`src/rtl/axis_sat_fifo.sv`:
```
// axis_sat_fifo: saturates (DATA_WIDTH+1)-bit AXI-Stream beats to DATA_WIDTH
// bits, buffers {last, sample} in a first-word-fall-through FIFO and exports
// saturation / delivered-packet statistics.
//
// Handshake semantics (both ports): a beat transfers on a rising clk edge
// exactly when valid && ready are both high in the cycle before that edge.
// A master never waits for ready before raising valid. Once valid is high,
// data/last hold stable until the transfer happens. s_axis_ready depends only
// on the registered fifo_count, so a full FIFO refuses a write even when a
// read happens in the same cycle.
module axis_sat_fifo #(
  parameter int DATA_WIDTH = 8,
  parameter int DEPTH      = 16
) (
  input  logic                      clk,
  input  logic                      resetn,
  input  logic [DATA_WIDTH:0]       s_axis_data,
  input  logic                      s_axis_valid,
  input  logic                      s_axis_last,
  output logic                      s_axis_ready,
  output logic [DATA_WIDTH-1:0]     m_axis_data,
  output logic                      m_axis_valid,
  output logic                      m_axis_last,
  input  logic                      m_axis_ready,
  output logic [$clog2(DEPTH):0]    fifo_count,
  output logic [15:0]               sat_count,
  output logic [15:0]               pkt_count
);

  localparam int AW = $clog2(DEPTH);
  localparam logic [AW:0] FULL_COUNT = (AW+1)'(DEPTH);

  logic [DATA_WIDTH:0]   mem [DEPTH];
  logic [AW-1:0]         wr_ptr;
  logic [AW-1:0]         rd_ptr;
  logic                  wr;
  logic                  rd;
  logic                  sat_beat;
  logic [DATA_WIDTH-1:0] sat_data;
  logic [DATA_WIDTH:0]   head;

  // Handshakes, saturation and FWFT output decode from registered state
  always_comb begin
    s_axis_ready = resetn && (fifo_count != FULL_COUNT);
    m_axis_valid = (fifo_count != '0);
    wr           = s_axis_valid && s_axis_ready;
    rd           = m_axis_valid && m_axis_ready;
    sat_beat     = s_axis_data[DATA_WIDTH];
    sat_data     = sat_beat ? {DATA_WIDTH{1'b1}} : s_axis_data[DATA_WIDTH-1:0];
    head         = mem[rd_ptr];
    m_axis_data  = m_axis_valid ? head[DATA_WIDTH-1:0] : '0;
    m_axis_last  = m_axis_valid ? head[DATA_WIDTH] : 1'b0;
  end

  // Storage array; intentionally not reset, contents are don't-care when empty
  always_ff @(posedge clk) begin
    if (wr) begin
      mem[wr_ptr] <= {s_axis_last, sat_data};
    end
  end

  // Pointers and occupancy; pointers wrap naturally at DEPTH
  always_ff @(posedge clk or negedge resetn) begin
    if (!resetn) begin
      wr_ptr     <= '0;
      rd_ptr     <= '0;
      fifo_count <= '0;
    end else begin
      if (wr) wr_ptr <= wr_ptr + 1'b1;
      if (rd) rd_ptr <= rd_ptr + 1'b1;
      if (wr && !rd)      fifo_count <= fifo_count + 1'b1;
      else if (rd && !wr) fifo_count <= fifo_count - 1'b1;
    end
  end

  // Statistics counters, sticky at all ones instead of wrapping
  always_ff @(posedge clk or negedge resetn) begin
    if (!resetn) begin
      sat_count <= '0;
      pkt_count <= '0;
    end else begin
      if (wr && sat_beat && (sat_count != 16'hFFFF)) sat_count <= sat_count + 1'b1;
      if (rd && head[DATA_WIDTH] && (pkt_count != 16'hFFFF)) pkt_count <= pkt_count + 1'b1;
    end
  end

endmodule

```
`config.mk`:
```
export PLATFORM = sky130hd
export DESIGN_NAME = axis_sat_fifo
export DESIGN_NICKNAME = d
export VERILOG_FILES = /design/src/rtl/axis_sat_fifo.sv
export SDC_FILE = /design/constraint.sdc
export NUM_CORES = 1
export LEC_CHECK = 0
export CORE_AREA = 2 2 123 125
export CTS_CLUSTER_DIAMETER = 150
export DETAILED_ROUTE_END_ITERATION = 8
export DIE_AREA = 0 0 125 127
export GPL_TIMING_DRIVEN = 0
export PLACE_DENSITY = 0.75
export SLEW_MARGIN = 20
export SYNTH_ARGS = -nofsm -noshare
export SYNTH_HDL_FRONTEND = slang
export SYNTH_SLANG_ARGS = --single-unit
```
`constraint.sdc`:
```
create_clock -name clk -period 6.8 [get_ports clk]
set_input_delay 1.02 -clock clk [delete_from_list [all_inputs] [get_ports clk]]
set_output_delay 1.02 -clock clk [all_outputs]
set_load 0.01 [all_outputs]
```
=== After elaboration in Yosys (flattened, before gate mapping) ===
Memories as Yosys holds them, arrays and structs flattened.
Cells that the tools add are included.

* Bitwise gates (word level): 0
* Shift operators: 0
* Multiply operators: 0
* $add $sub $neg: 6
* Multiplexer cells: 7
* Div/mod/pow operators: 0
* Reductions and logical operators: 13
* Eq/ne operators: 3
* Magnitude comparators: 0

{| class="wikitable"
|+ Operators by type and width
! cell !! number
|-
| 16-bit by 1-bit adder with 16-bit output (second input constant) || 2
|-
| 16-bit inequality test (second input constant) || 2
|-
| 8-bit two-way mux || 2
|-
| 5-bit two-way mux || 2
|-
| 1-bit logical AND || 9
|-
| 4-bit by 1-bit adder with 4-bit output (second input constant) || 2
|-
| 5-bit by 1-bit adder with 5-bit output (second input constant) || 1
|-
| 5-bit inequality test (second input constant) || 1
|-
| 5-bit nonzero test || 1
|-
| 5-bit by 1-bit subtractor with 5-bit output (second input constant) || 1
|-
| 1-bit two-way mux || 3
|-
| 1-bit zero test || 2
|-
| 2-bit nonzero test || 1
|}

* Register bits: 45
* Memories: 1
* ROM bits: 0
* Memory bits (writable): 144
* Bits of input ports: 14
* Bits in latches: 0

{| class="wikitable"
|+ Memories
! memory !! depth !! bits a word !! read ports !! clocked after memory_dff !! wr ports !! RTL line !! source
|-
| mem || 16 || 9 || 1 || 0 || 1 || 33 || <nowiki>logic [DATA_WIDTH:0] mem [DEPTH];</nowiki>
|}

=== Logic depth before layout (Yosys ltp) ===
* Depth after elaboration: 7
* Gate-level depth with buffers: 12
* Depth with buffers taken out: 12

=== Worst setup path after synthesis ===
No wires, ideal clock.

* Kind: register -> output
* Start: register rd_ptr[0]
* End: output m_axis_data[0]
* Setup slack: 3.776 ns
* Arrival: 2.004 ns
* Path buffers: 2
* Cell stages (with the launch flop): 6
* Path through: dfrtp_1 > buf_6 > buf_2 > mux4_2 > mux4_2 > and2_1

* Cells in the longest elaborated chain, start to end: 2

{| class="wikitable"
|+ RTL lines
! item !! RTL line !! source
|-
| start, declared || 35 || <nowiki>logic [AW-1:0] rd_ptr;</nowiki>
|-
| start signal, assigned || 70 || <nowiki>if (rd) rd_ptr <= rd_ptr + 1'b1;</nowiki>
|-
| memory read 16 x 9 bit || - ||
|-
| 8-bit two-way mux || 51 || <nowiki>m_axis_data = m_axis_valid ? head[DATA_WIDTH-1:0] : '0;</nowiki>
|-
| end, declared || 21 || <nowiki>output logic [DATA_WIDTH-1:0] m_axis_data,</nowiki>
|}

No other way between the ends.

=== Worst setup path in the final report ===
* Start: register rd_ptr[1]
* End: output m_axis_data[7]

The elaborated chain is that of the path after synthesis.

==> impl_metrics.yaml <==
pwr:
  p_comb_share_pct: 32.1
  pwr-share-seq_pct: 40.8
  total_leakage_power_nw: 3.242
  switching_share_pct: 29.15
  p_sw_mw: 1.041
  ir_drop_v: 0.0002285
  p_int_mw: 2.529
  clkPwrFrac_pct: 27.1
  cellPowerDensity_mw_per_mm2: 384.8
finish:
  fillers: 997
  final_nets: 546
  layout-drive-gt1-share_pct: 18.01
  design_area_mm2: 0.009278
  num_antenna_cells: 0
  post-route-util_pct: 64.32
  syn_to_final_growth_pct: 18.22
worst_setup_path:
  path_max_fanout: 10
  cp_top_family: "buffers and inverters"
  r2r_start: "fifo_count[0]$_DFFE_PN0P_"
  critical_path_class: "flip-flop to primary output"
  worstSetupPathDepth: 6
  cp.arrival_ns: 3.38
  rr_endpoint: "fifo_count[4]$_DFFE_PN0P_"
  cp_slowest_cell: "clkbuf_1"
  worstPathRequired_ns: 5.78
  critPathBufInv: 3
  start_kind: "flip-flop"
  cp_slowest_stage_delay_ns: 0.62
  reg2regPathDepth: 12
  r2r_slack_ns: 3.85
  critPathLaunch: "rd_ptr[1]$_DFFE_PN0P_"
  crit_chain: "clkbuf_1 -> clkbuf_1 -> mux4_2 -> mux4_2 -> and2_1 -> clkdlybuf4s50_1"
  critPathCaptureType: "primary output"
cts:
  clock-sinks: 189
  clock_latency_ns: 0.43
  cts_tree: "yes"
  cts_hold_buf: 0
  cts_setup_buffers: 0
  clkTransAtPathRegs_ns: 0.07
  cts_root_buffer: "clkbuf_16"
  cts_made_buffers: 17
  cts_buffer_depth: 2
  cts_resized: 0
  cts_max_level: 4
synthesis:
  yosysSeqAreaShare_pct: 69.45
  ys_warn_count: 0
  ys_ff_latch: 189
  synth_common_cells: "edfxtp_1, dfrtp_1, mux4_2"
  synthTopCellsByArea: "edfxtp_1, dfrtp_1, mux4_2, xnor2_1, and2_1"
  avgSynthCellArea_um2: 17.88
  synth-edff-count: 144
  syn_area_mm2: 0.007848
  yosysTopAreaCell: "edfxtp_1"
  synthFlopType: "edfxtp_1"
  ys_async_sr_fraction_pct: 23.81
  synth_top_area_share_pct: 55.10
  syn-instance-count: 439
  synth_cell_type_count: 34
  yosysMostFrequentCell: "edfxtp_1"
  syn_nets: 465
sta:
  hold_violations: 0
  fin_crit_sh_pct: 64.73
  drv_slew: 0
  rsz0062_at_grt: "no"
  max_slew.worst_pin.slew_ns: 0.8727
  fin_tns_setup_ns: 0
  fin_crit_ns: 4.402
  timing.fmax_mhz: 227.2
  relSlewSlack_pct: 41.82
  finalSetupViolations: 0
  finClkSkew_ns: 0.005845
die:
  ioPinCount: 62
  core-area_mm2: 0.01442
  die_h_um: 127
  rows: 44
  die_area_mm2: 0.01588
  dieWidth_um: 125
  initial_core_util_pct: 54.41
detailed_routing:
  initialDrtViolationCount: 348
  wl_mm: 15.11
  dr.pass1.iters: 4
  postRouteAntennaNets: 0
  via_per_inst: 5.722
  drc: 0
  wire_per_inst_um: 21.08
  vias: 4103
worst_hold_path:
  hp-class: "flip-flop to flip-flop"
  min_to: "pkt_count[10]$_DFFE_PN0P_"
  timing.hold.worst.start: "pkt_count[10]$_DFFE_PN0P_"
  hold_depth: 1
run_status:
  status: "finished, final reports clean"
flow_run:
  max_cap_viol_count: 0
global_routing:
  grt_overflow: 0
  antenna_found_initial: 0
  grt_max_degree: 28
  grt_pass1_vias: 4144
  track_usage_pct: 19.88
  grt_first_pass_wirelength_mm: 23.31
placed_design:
  globalplace.congestion: 0.7725
  numPortBuffers: 61
  dp_hpwl_mm: 9.752
  placed_area_mm2: 0.008703
metal layers:
metal  share of wire, %  up-vias  GRT usage, %  wire length (um)
met2                 51       94         32.96              7720
met1                 42     2130         26.47              6340
met3                5.4       24         4.313               818
met4                1.5        0         7.124               233
met5                  0        -             0                 0
li1                   -     1855             -                 -
state kept, by name, indices dropped and copies added, names as in the netlist:
register    cells
mem           144
pkt_count      16
sat_count      16
fifo_count      5
rd_ptr          4
wr_ptr          4
layout make-up:
type / instances / area, um^2 / share of cell area (%)
Buffer: 14 / 72.57 / 0.7822
Clock buffer: 19 / 432.9 / 4.666
Clock inverter: 13 / 141.4 / 1.524
Inverter: 7 / 26.28 / 0.2832
Multi-Input combinational cell: 229 / 2298 / 24.77
Sequential cell: 189 / 5450 / 58.75
Tap cell: 184 / 230.2 / 2.481
Timing Repair Buffer: 62 / 625.6 / 6.743
worst max path at each step:
| stage | slack [ns] | end |
|---|---|---|
| after global routing | 2.27 | m_axis_data[7] |
| after CTS | 2.36 | m_axis_data[7] |
| final | 2.40 | m_axis_data[7] |
| after global placement | 1.62 | fifo_count[4]$_DFFE_PN0P_ |
| after detailed placement | 2.86 | m_axis_data[2] |
| after floorplan | 3.78 | m_axis_data[0] |
worst register-to-register path: cells and delay by family (launching register included):
| kind | cells | cell delay [ns] |
|---|---|---|
| xor+xnor | 2 | 0.26 |
| flops | 1 | 0.45 |
| simple gates | 3 | 0.78 |
| compound gates | 3 | 0.51 |
| fa+ha+maj | 2 | 0.54 |
| buf+inv | 2 | 0.28 |
power by group through the flow:
stage          clock network (mW)  registers [mW]  logic, mW
6_report                    0.968            1.46       1.15
5_1_grt                      1.02            1.47       1.24
4_1_cts                     0.980            1.46       1.17
3_5_place_dp                    0            1.48       1.16
3_3_place_gp                    0            1.47       1.13
2_1_floorplan                   0            1.48      0.724
cell usage in the layout (no fill, tap or decap), types with 6 or more instances in the layout:
cell type and count:
or2_2 8, nand2_1 25, and2_1 27, mux4_2 45, xor2_1 15, inv_1 6
xnor2_1 25, and3_1 9, dfrtp_1 45, clkbuf_1 10, clkdlybuf4s50_1 60, nand4_1 8
nor2_1 6, clkbuf_16 17, nor3_1 7, edfxtp_1 144, nand3_1 12, ha_1 11
through the flow:
| step | setup slack, ns | hold WS, ns | total power, mW | std cells |
|---|---|---|---|---|
| after global routing | 2.271 | 0.5089 | 3.728 | 717 |
| after detailed placement | 2.863 | 0.4810 | 2.635 | 685 |
| after floorplan | 3.776 | 0.4930 | 2.202 | 439 |
| after global placement | 1.617 | 0.4777 | 2.604 | 684 |
| after CTS | 2.356 | 0.4939 | 3.603 | 717 |
| final | 2.398 | 0.4905 | 3.570 | 717 |
kinds of logic after synthesis:
logic type	synth area share (%)
AOI/OAI and AO/OA	1.020
xor gates and xnor gates	4.464
adders and majority gates	2.009
buffers and inverters	1.260
DFF	69.45
muxes	13.63
and+or+nand+nor	8.163
(Power assumes the default switching activity.)
